<file path="src/rtl/afe_rx_iq_deinterleaver_if.sv">
// AFE interleaved-IQ bus: multiplexed sample input plus the paired {I,Q} stream output.
// The slave modport is the deinterleaver's view; master is the AFE/consumer side.
interface afe_rx_iq_deinterleaver_if #(
  parameter int SAMPLE_WIDTH = 12
);
  logic [SAMPLE_WIDTH-1:0]   afe_rx_d;
  logic                      afe_rx_sel;
  logic [2*SAMPLE_WIDTH-1:0] iq_data;
  logic                      iq_valid;
  logic                      iq_ready;

  modport slave (
    input  afe_rx_d,
    input  afe_rx_sel,
    input  iq_ready,
    output iq_data,
    output iq_valid
  );

  modport master (
    output afe_rx_d,
    output afe_rx_sel,
    output iq_ready,
    input  iq_data,
    input  iq_valid
  );
endinterface

</file>
<file path="src/rtl/afe_rx_iq_deinterleaver.sv">
// Pairs the AFE's multiplexed I/Q words into {I,Q} samples and buffers them in a
// show-ahead FIFO, tracking sync loss, lock status and overflow.
module afe_rx_iq_deinterleaver #(
  parameter int SAMPLE_WIDTH  = 12,
  parameter int FIFO_DEPTH    = 8,
  parameter int LOCK_PAIRS    = 4,
  parameter int ERR_CNT_WIDTH = 8
) (
  input  logic                         clk,
  input  logic                         reset,
  input  logic                         en,
  afe_rx_iq_deinterleaver_if.slave     bus,
  output logic                         locked,
  output logic                         sync_err,
  output logic [ERR_CNT_WIDTH-1:0]     err_cnt,
  output logic                         overflow,
  input  logic                         ovf_clr,
  output logic [$clog2(FIFO_DEPTH):0]  fifo_level
);

  localparam int PW = 2 * SAMPLE_WIDTH;
  localparam int AW = $clog2(FIFO_DEPTH);
  localparam int LW = AW + 1;
  localparam int CW = $clog2(LOCK_PAIRS + 1);

  typedef enum logic [1:0] {IDLE, HUNT_I, WAIT_Q, EXPECT_I} state_t;

  state_t                  state, next_state;
  logic [SAMPLE_WIDTH-1:0] d_r;
  logic                    sel_r;
  logic [SAMPLE_WIDTH-1:0] i_hold;
  logic                    hold_ld;
  logic                    push;
  logic                    err_nxt;
  logic [CW-1:0]           good_cnt;

  logic [PW-1:0]           mem [FIFO_DEPTH];
  logic [AW-1:0]           wr_ptr, rd_ptr;
  logic                    pop, full, wr_en, ovf_set;

  // ---- input stage: capture the pins every cycle
  always_ff @(posedge clk) begin
    d_r <= bus.afe_rx_d;
  end

  always_ff @(posedge clk) begin
    if (reset) sel_r <= 1'b0;
    else       sel_r <= bus.afe_rx_sel;
  end

  // ---- alignment FSM on the registered word
  always_ff @(posedge clk) begin
    if (reset) state <= IDLE;
    else       state <= next_state;
  end

  always_comb begin
    next_state = state;
    hold_ld    = 1'b0;
    push       = 1'b0;
    err_nxt    = 1'b0;
    if (!en) begin
      next_state = IDLE;
    end else begin
      case (state)
        IDLE:   next_state = HUNT_I;
        HUNT_I: begin
          if (sel_r) begin
            hold_ld    = 1'b1;
            next_state = WAIT_Q;
          end
        end
        WAIT_Q: begin
          if (sel_r) begin
            err_nxt = 1'b1;
            hold_ld = 1'b1;
          end else begin
            push       = 1'b1;
            next_state = EXPECT_I;
          end
        end
        EXPECT_I: begin
          if (sel_r) begin
            hold_ld    = 1'b1;
            next_state = WAIT_Q;
          end else begin
            err_nxt    = 1'b1;
            next_state = HUNT_I;
          end
        end
        default: next_state = IDLE;
      endcase
    end
  end

  always_ff @(posedge clk) begin
    if (reset)        i_hold <= '0;
    else if (hold_ld) i_hold <= d_r;
  end

  // Lock is lost on the same edge as a sync error or a drop back to IDLE.
  always_ff @(posedge clk) begin
    if (reset || err_nxt || next_state == IDLE)
      good_cnt <= '0;
    else if (push && good_cnt != CW'(LOCK_PAIRS))
      good_cnt <= good_cnt + CW'(1);
  end

  assign locked = (good_cnt == CW'(LOCK_PAIRS));

  always_ff @(posedge clk) begin
    if (reset) begin
      sync_err <= 1'b0;
      err_cnt  <= '0;
    end else begin
      sync_err <= err_nxt;
      if (err_nxt && err_cnt != '1) err_cnt <= err_cnt + ERR_CNT_WIDTH'(1);
    end
  end

  // ---- output FIFO stage
  assign pop     = (fifo_level != '0) && bus.iq_ready;
  assign full    = (fifo_level == LW'(FIFO_DEPTH));
  assign wr_en   = push && (!full || pop);
  assign ovf_set = push && full && !pop;

  always_ff @(posedge clk) begin
    if (wr_en) mem[wr_ptr] <= {i_hold, d_r};
  end

  always_ff @(posedge clk) begin
    if (reset) begin
      wr_ptr     <= '0;
      rd_ptr     <= '0;
      fifo_level <= '0;
      overflow   <= 1'b0;
    end else begin
      if (wr_en) wr_ptr <= wr_ptr + AW'(1);
      if (pop)   rd_ptr <= rd_ptr + AW'(1);
      case ({wr_en, pop})
        2'b10:   fifo_level <= fifo_level + LW'(1);
        2'b01:   fifo_level <= fifo_level - LW'(1);
        default: fifo_level <= fifo_level;
      endcase
      if (ovf_set)      overflow <= 1'b1;
      else if (ovf_clr) overflow <= 1'b0;
    end
  end

  // Head is forced to zero while empty so stale storage never shows on the bus.
  assign bus.iq_valid = (fifo_level != '0);
  assign bus.iq_data  = bus.iq_valid ? mem[rd_ptr] : '0;

endmodule

</file>
<file path="src/flat_wrapper.sv">
// flat-port wrapper written by rule: the top's interface ports become plain ports
module afe_rx_iq_deinterleaver_flat 
#(
  parameter int SAMPLE_WIDTH  = 12,
  parameter int FIFO_DEPTH    = 8,
  parameter int LOCK_PAIRS    = 4,
  parameter int ERR_CNT_WIDTH = 8
)
  (clk, reset, en, locked, sync_err, err_cnt, overflow, ovf_clr, fifo_level, bus_afe_rx_d, bus_afe_rx_sel, bus_iq_ready, bus_iq_data, bus_iq_valid);
  afe_rx_iq_deinterleaver_if #(.SAMPLE_WIDTH(SAMPLE_WIDTH)) bus_i ();
  input  logic clk;
  input  logic reset;
  input  logic en;
  output logic locked;
  output logic sync_err;
  output logic [ERR_CNT_WIDTH-1:0] err_cnt;
  output logic overflow;
  input  logic ovf_clr;
  output logic [$clog2(FIFO_DEPTH):0] fifo_level;
  input wire logic [$bits(bus_i.afe_rx_d)-1:0] bus_afe_rx_d;
  input wire logic [$bits(bus_i.afe_rx_sel)-1:0] bus_afe_rx_sel;
  input wire logic [$bits(bus_i.iq_ready)-1:0] bus_iq_ready;
  output wire logic [$bits(bus_i.iq_data)-1:0] bus_iq_data;
  output wire logic [$bits(bus_i.iq_valid)-1:0] bus_iq_valid;
  assign bus_i.afe_rx_d = bus_afe_rx_d;
  assign bus_i.afe_rx_sel = bus_afe_rx_sel;
  assign bus_i.iq_ready = bus_iq_ready;
  assign bus_iq_data = bus_i.iq_data;
  assign bus_iq_valid = bus_i.iq_valid;
  afe_rx_iq_deinterleaver #(.SAMPLE_WIDTH(SAMPLE_WIDTH), .FIFO_DEPTH(FIFO_DEPTH), .LOCK_PAIRS(LOCK_PAIRS), .ERR_CNT_WIDTH(ERR_CNT_WIDTH)) u_core (.clk(clk), .reset(reset), .en(en), .bus(bus_i), .locked(locked), .sync_err(sync_err), .err_cnt(err_cnt), .overflow(overflow), .ovf_clr(ovf_clr), .fifo_level(fifo_level));
endmodule
</file>
<file path="config.mk">
export PLATFORM = sky130hd
export DESIGN_NAME = afe_rx_iq_deinterleaver_flat
export DESIGN_NICKNAME = d
export VERILOG_FILES = /design/src/rtl/afe_rx_iq_deinterleaver_if.sv /design/src/rtl/afe_rx_iq_deinterleaver.sv /design/src/flat_wrapper.sv
export SDC_FILE = /design/constraint.sdc
export NUM_CORES = 1
export LEC_CHECK = 0
export BUFFER_PORTS_ARGS = -buffer_cell sky130_fd_sc_hd__buf_2
export CAP_MARGIN = 20
export CORE_MARGIN = 2
export CORE_UTILIZATION = 40
export DETAILED_ROUTE_END_ITERATION = 10
export PLACE_DENSITY_LB_ADDON = 0.15
export SLEW_MARGIN = 40
export SYNTH_ARGS = -nofsm -noshare
export SYNTH_HDL_FRONTEND = slang
export SYNTH_SLANG_ARGS = --single-unit
</file>
<file path="constraint.sdc">
create_clock -name clk -period 12.3 [get_ports clk]
set_input_delay 3.69 -clock clk [delete_from_list [all_inputs] [get_ports clk]]
set_output_delay 3.69 -clock clk [all_outputs]
set_load 0.01 [all_outputs]
</file>
==> flow_summary_export.csv, run 1 <==
group,metric,value,unit
detailed_routing,remaining_drc_errors,0,
critical_path,critical_path_class,"flop to primary output",
critical_path,crit_required,8.61,ns
min_path,hold_path_class,"flop to flop",
job,drv_cap,0,
clocking,hold_buffers,0,
place,dpl.hpwl,10760,microns
synthesis,syn_area,9384,sq um
clocking,clk_latency,0.52,ns
synthesis,synth.avg_cell_area,17.47,sq um
place,placed_cell_area,10100,sq um
grt,grt_max_degree,49,
synthesis,synth_cell_type_count,45,
sta,fin_ws,6.315,ns
synthesis,yosysWarnings,0,
sta,setup_viol,0,
detailed_routing,antenna_left,0,
critical_path,startpoint_type,"flop",
place,gp_congestion,0.7148,
floorplan,coreArea,23260,sq um
sta,final_max_slew_viol_count,0,
outcome,status,"finished, final reports clean",
floorplan,die_w,157.2,microns
floorplan,die_h,157.2,microns
clocking,clkTransAtPathRegs,0.06,ns
sta,rsz0062_at_grt,"no",
synthesis,syn-instance-count,537,
detailed_routing,wl_per_cell,18.83,microns
grt,grt_util_all_layers,0.1492,
grt,grt_antenna_before_repair,0,
detailed_routing,firstDrtPassIters,4,
layout,finalNetCount,632,
floorplan,ioPinCount,58,
sta,whs,0.4775,ns
synthesis,ys_ff_latch,245,
layout,layout-drive-gt1-share,0.2882,
grt,overflow,0,
synthesis,syn_nets,561,
sta,finalClockSkew,0.01438,ns
power,leakage,3.672,nW
layout,design_area,10940,sq um
detailed_routing,vias,4800,
detailed_routing,first_iter_violations,200,
critical_path,cp_max_fo,25,
layout,fill_cells,2086,
sta,tns,0,ns
critical_path,crit_arrival,2.29,ns
place,dp_slack,6.110,ns
clocking,clock_sinks,245,
power,ir_worst_vdd,93.86,uV
grt,grt_pass1_wl,28140,microns
floorplan,die_area,24700,sq um
layout,area_growth_syn_to_layout,16.63,%
layout,antenna_cells,0,
grt,grt_pass1_vias,5031,
floorplan,row_count,56,
power,power,1.741,mW
clocking,cts_setup_buffers,0,
sta,worst_slew_pin_slew,0.7495,ns
synthesis,async_flop_share,0,
critical_path,cp-end-kind,"primary output",
clocking,root_buffer,"clkbuf_16",
sta,period_share,0.4866,
clocking,ctsLongestPathBuffers,3,
sta,period_minus_slack,5.985,ns
synthesis,ys_seq_area_frac,0.7275,
synthesis,synth-edff-count,192,
detailed_routing,routed_wl,17830,microns
power,p_per_area,159.1,nW/um^2
sta,slew_headroom,0.5003,
detailed_routing,via_per_inst,5.069,
clocking,cts-buffers-inserted,27,
place,portBuffers,57,
synthesis,synth_ff_type,"edfxtp_1",
floorplan,start_util,0.4034,
sta,fmax,167.1,MHz
clocking,cts_resized,0,
layout,finalNonFillerCells,947,
clocking,h-tree-depth,1,
place,dp_cells,898,
clocking,cts_tree,"built",
sta,final_hold_viol_count,0,
layout,post-route-util,0.4705,
[where the power goes]
part | switching, mW | internal (mW)
Sequential | 0.0123 | 0.893
Combinational | 0.0467 | 0.0409
Clock | 0.304 | 0.444
Total | 0.363 | 1.38
[critical path, stage by stage, from the launching register on]
cell and delay (ns):
dfxtp_1 0.43, or3_1 0.56, nor2_8 0.48, nor2_1 0.13, buf_2 0.17
[synth_stat cells (all sizes together) (2+ instances only)]
library cell | instances | area [sq um]
nor3 | 6 | 30.03
edfxtp | 192 | 5766
o21ai | 7 | 42.54
clkbuf | 11 | 41.29
dfxtp | 53 | 1061
xor2 | 7 | 61.31
or4 | 2 | 15.01
mux2i | 30 | 300.3
or3 | 5 | 31.28
nor2 | 46 | 188.9
nand2b | 6 | 37.54
ha | 6 | 75.07
a21oi | 24 | 120.1
o31ai | 2 | 15.01
or2 | 2 | 12.52
xnor2 | 3 | 26.28
nand3 | 22 | 110.1
buf | 19 | 105.1
nor2b | 3 | 18.77
inv | 6 | 25.03
mux4 | 48 | 1081
nor4 | 2 | 12.51
nand2 | 21 | 78.83
[cells in the final DEF, fill, tap and decap left out, drive strengths merged, types with 3 or more instances in the layout]
cell type,n
nand3,22
or3,5
nor2b,3
xor2,7
nand2,21
nand2b,6
o21ai,7
mux2i,30
nor3,6
mux4,48
nor2,46
dfxtp,53
edfxtp,192
buf,72
clkbuf,33
ha,6
a21oi,24
clkinv,15
inv,6
xnor2,3
[path summary, 6_finish.rpt]
check	from	end	slack [ns]	depth (start not counted)
setup reg to reg	u_core.state[1]$_SDFF_PP0_	u_core.mem[4][7]$_DFFE_PP_	9.76	5
setup / recovery	u_core.fifo_level[1]$_SDFFE_PP0P_	bus_iq_data[6]	6.32	4
hold / removal	u_core.rd_ptr[1]$_SDFFE_PP0N_	flop	0.48	2
hold reg to reg	u_core.rd_ptr[1]$_SDFFE_PP0N_	flop	0.48	2
[state kept, by name, summed over array words and instances, names as in the netlist, named ones only]
name / flops
u_core.overflow: 1
u_core.sel_r: 1
u_core.i_hold: 12
u_core.good_cnt: 3
u_core.sync_err: 1
u_core.fifo_level: 4
u_core.err_cnt: 8
u_core.d_r: 12
u_core.state: 2
u_core.wr_ptr: 3
u_core.rd_ptr: 3
u_core.mem: 192
[cell type report]
type                            instances  area (sq um)  area share
Inverter                                6         25.02    0.002287
Clock inverter                         16         101.3    0.009260
Sequential cell                       245          6832      0.6242
Clock buffer                           33         738.2     0.06745
Timing Repair Buffer                   72         422.9     0.03864
Multi-Input combinational cell        256          2426      0.2217
Tap cell                              319         399.1     0.03647
[routing by layer]
| metal | global-route usage | vias up | share of wire |
|---|---|---|---|
| li1 | - | 2233 | - |
| met1 | 0.1949 | 2467 | 0.44 |
| met2 | 0.2593 | 79 | 0.50 |
| met3 | 0.02616 | 21 | 0.039 |
| met4 | 0.03853 | 0 | 0.015 |
| met5 | 0 | - | 0 |
[logic make-up after synthesis]
group	Yosys count	share of synthesized area
buf+inv	36	0.01827
fa+ha+maj	6	0.008000
simple gates	120	0.06174
xor+xnor	10	0.009334
flops	245	0.7275
compound gates	41	0.02680
mux	79	0.1484
Power figures use the tool's default switching activity.
==> inputs of run 2 (changes only) <==
- clock period: 12.3 -> 5.5 ns (I/O delays scaled with it)
==> run 2 against run 1 <==
Compared with the run above: combinational power increased by 110%; die area unchanged; wire length rose by 0.84%; non-clock buffer count increased by 2; sequential share of layout area up 0.34 points; via count up 0.60%.
==> flow_summary_export.csv, run 2 (synthesized netlist as in run 1, its figures left out) <==
group,metric,value,unit
outcome,status,"finished, final reports clean",
layout,layout-drive-gt1-share,0.2839,
floorplan,row_count,56,
place,dpl.hpwl,11260,microns
clocking,cts_setup_buffers,0,
grt,grt_max_degree,37,
sta,fin_ws,1.302,ns
critical_path,critical_path_class,"flop to primary output",
floorplan,coreArea,23260,sq um
power,p_per_area,348.5,nW/um^2
clocking,ctsLongestPathBuffers,3,
floorplan,die_h,157.2,microns
critical_path,crit_required,3.85,ns
critical_path,cp-end-kind,"primary output",
sta,finalClockSkew,0.01009,ns
clocking,cts_resized,0,
critical_path,r2r_slack,2.94,ns
clocking,clock_sinks,245,
sta,tns,0,ns
sta,slew_headroom,0.5471,
critical_path,cpPeakStageDelay,0.63,ns
clocking,root_buffer,"clkbuf_16",
detailed_routing,wl_per_cell,19.01,microns
sta,period_minus_slack,4.198,ns
sta,final_max_slew_viol_count,0,
grt,grt_pass1_vias,5219,
layout,antenna_cells,0,
layout,finalNetCount,633,
layout,final_cell_mix,"edfxtp_1, buf_2, dfxtp_1",
clocking,clk_latency,0.51,ns
clocking,cts_tree,"built",
floorplan,start_util,0.4034,
min_path,hold_path_class,"flop to flop",
critical_path,crit_slowest_cell,"dfxtp_4",
critical_path,crit_arrival,2.55,ns
detailed_routing,via_per_inst,5.105,
grt,grt_antenna_before_repair,0,
clocking,h-tree-depth,1,
detailed_routing,antenna_left,0,
place,portBuffers,57,
layout,final_common_cell,"edfxtp_1",
grt,overflow,0,
clocking,hold_buffers,0,
sta,fmax,238.2,MHz
layout,area_growth_syn_to_layout,16.07,%
sta,worst_slew_pin_slew,0.6794,ns
critical_path,startpoint_type,"flop",
sta,rsz0062_at_grt,"no",
layout,top_register,"u_core.mem",
floorplan,ioPinCount,58,
detailed_routing,routed_wl,17980,microns
sta,final_hold_viol_count,0,
critical_path,worstPathCellList,"buf_12 > buf_4 > mux4_2 > mux2i_1 > nor2_1 > buf_2",
critical_path,cp_max_fo,21,
detailed_routing,remaining_drc_errors,0,
detailed_routing,first_iter_violations,317,
sta,period_share,0.7633,
detailed_routing,vias,4829,
power,ir_worst_vdd,196.0,uV
grt,grt_pass1_wl,28710,microns
clocking,clkTransAtPathRegs,0.06,ns
clocking,cts-buffers-inserted,26,
power,leakage,3.641,nW
detailed_routing,firstDrtPassIters,4,
grt,grt_util_all_layers,0.1511,
place,gp_congestion,0.7333,
floorplan,die_w,157.2,microns
place,dp_slack,1.378,ns
floorplan,die_area,24700,sq um
layout,largest_register_ffs,192,
layout,top_regs,"u_core.mem (192), u_core.d_r (12), u_core.i_hold (12)",
sta,setup_viol,0,
job,drv_cap,0,
## run 2: per-layer routing
layer  part of all wire  track usage  wire length (microns)
met3              0.037      0.02423                    660
met1               0.44       0.1991                   7914
met2               0.50       0.2597                   9025
met4              0.021      0.04459                    380
met5                  0            0                      0
## run 2: path summary, 6_finish.rpt
| kind | end | startpoint | cells past startpoint |
|---|---|---|---|
| min | flop | u_core.rd_ptr[1]$_SDFFE_PP0N_ | 2 |
| max | bus_iq_data[13] | flop | 6 |
| min reg2reg | flop | u_core.rd_ptr[1]$_SDFFE_PP0N_ | 2 |
| max reg2reg | u_core.mem[6][3]$_DFFE_PP_ | u_core.state[1]$_SDFF_PP0_ | 5 |
## run 2: stage by stage
stage | util | power, mW | cells | hold WS, ns | area, sq um
floorplan | - | 2.200 | 537 | 0.4530 | 9384
global placement | 0.4334 | 2.252 | 899 | 0.4561 | 10080
detailed placement | 0.4346 | 2.260 | 900 | 0.4789 | 10110
CTS | 0.4682 | 3.848 | 946 | 0.4831 | 10890
global route | 0.4682 | 3.938 | 946 | 0.5059 | 10890
finish | 0.4682 | 3.796 | 946 | 0.4774 | 10890
## run 2: critical path: cells and delay by family (launching register included)
kind	cells	cell delay, ns
buf+inv	3	0.68
flops	1	0.63
mux	2	0.66
simple gates	1	0.05
## run 2: cell type report
| type | instances | area (sq um) |
|---|---|---|
| multi-input cells | 256 | 2426 |
| clock buffers | 35 | 725.7 |
| well taps | 319 | 399.1 |
| fillers | 2067 | 12370 |
| clock inverters | 11 | 55.05 |
| repair buffers | 74 | 425.4 |
| flip-flops and latches | 245 | 6835 |
| inverters | 6 | 25.02 |
## run 2: where the power goes
part           leakage (nW)  internal, mW  switching [mW]
registers              2.23          2.00          0.0339
clock network         0.389         0.919           0.663
logic                  1.02        0.0890          0.0949
total                  3.64          3.00           0.791
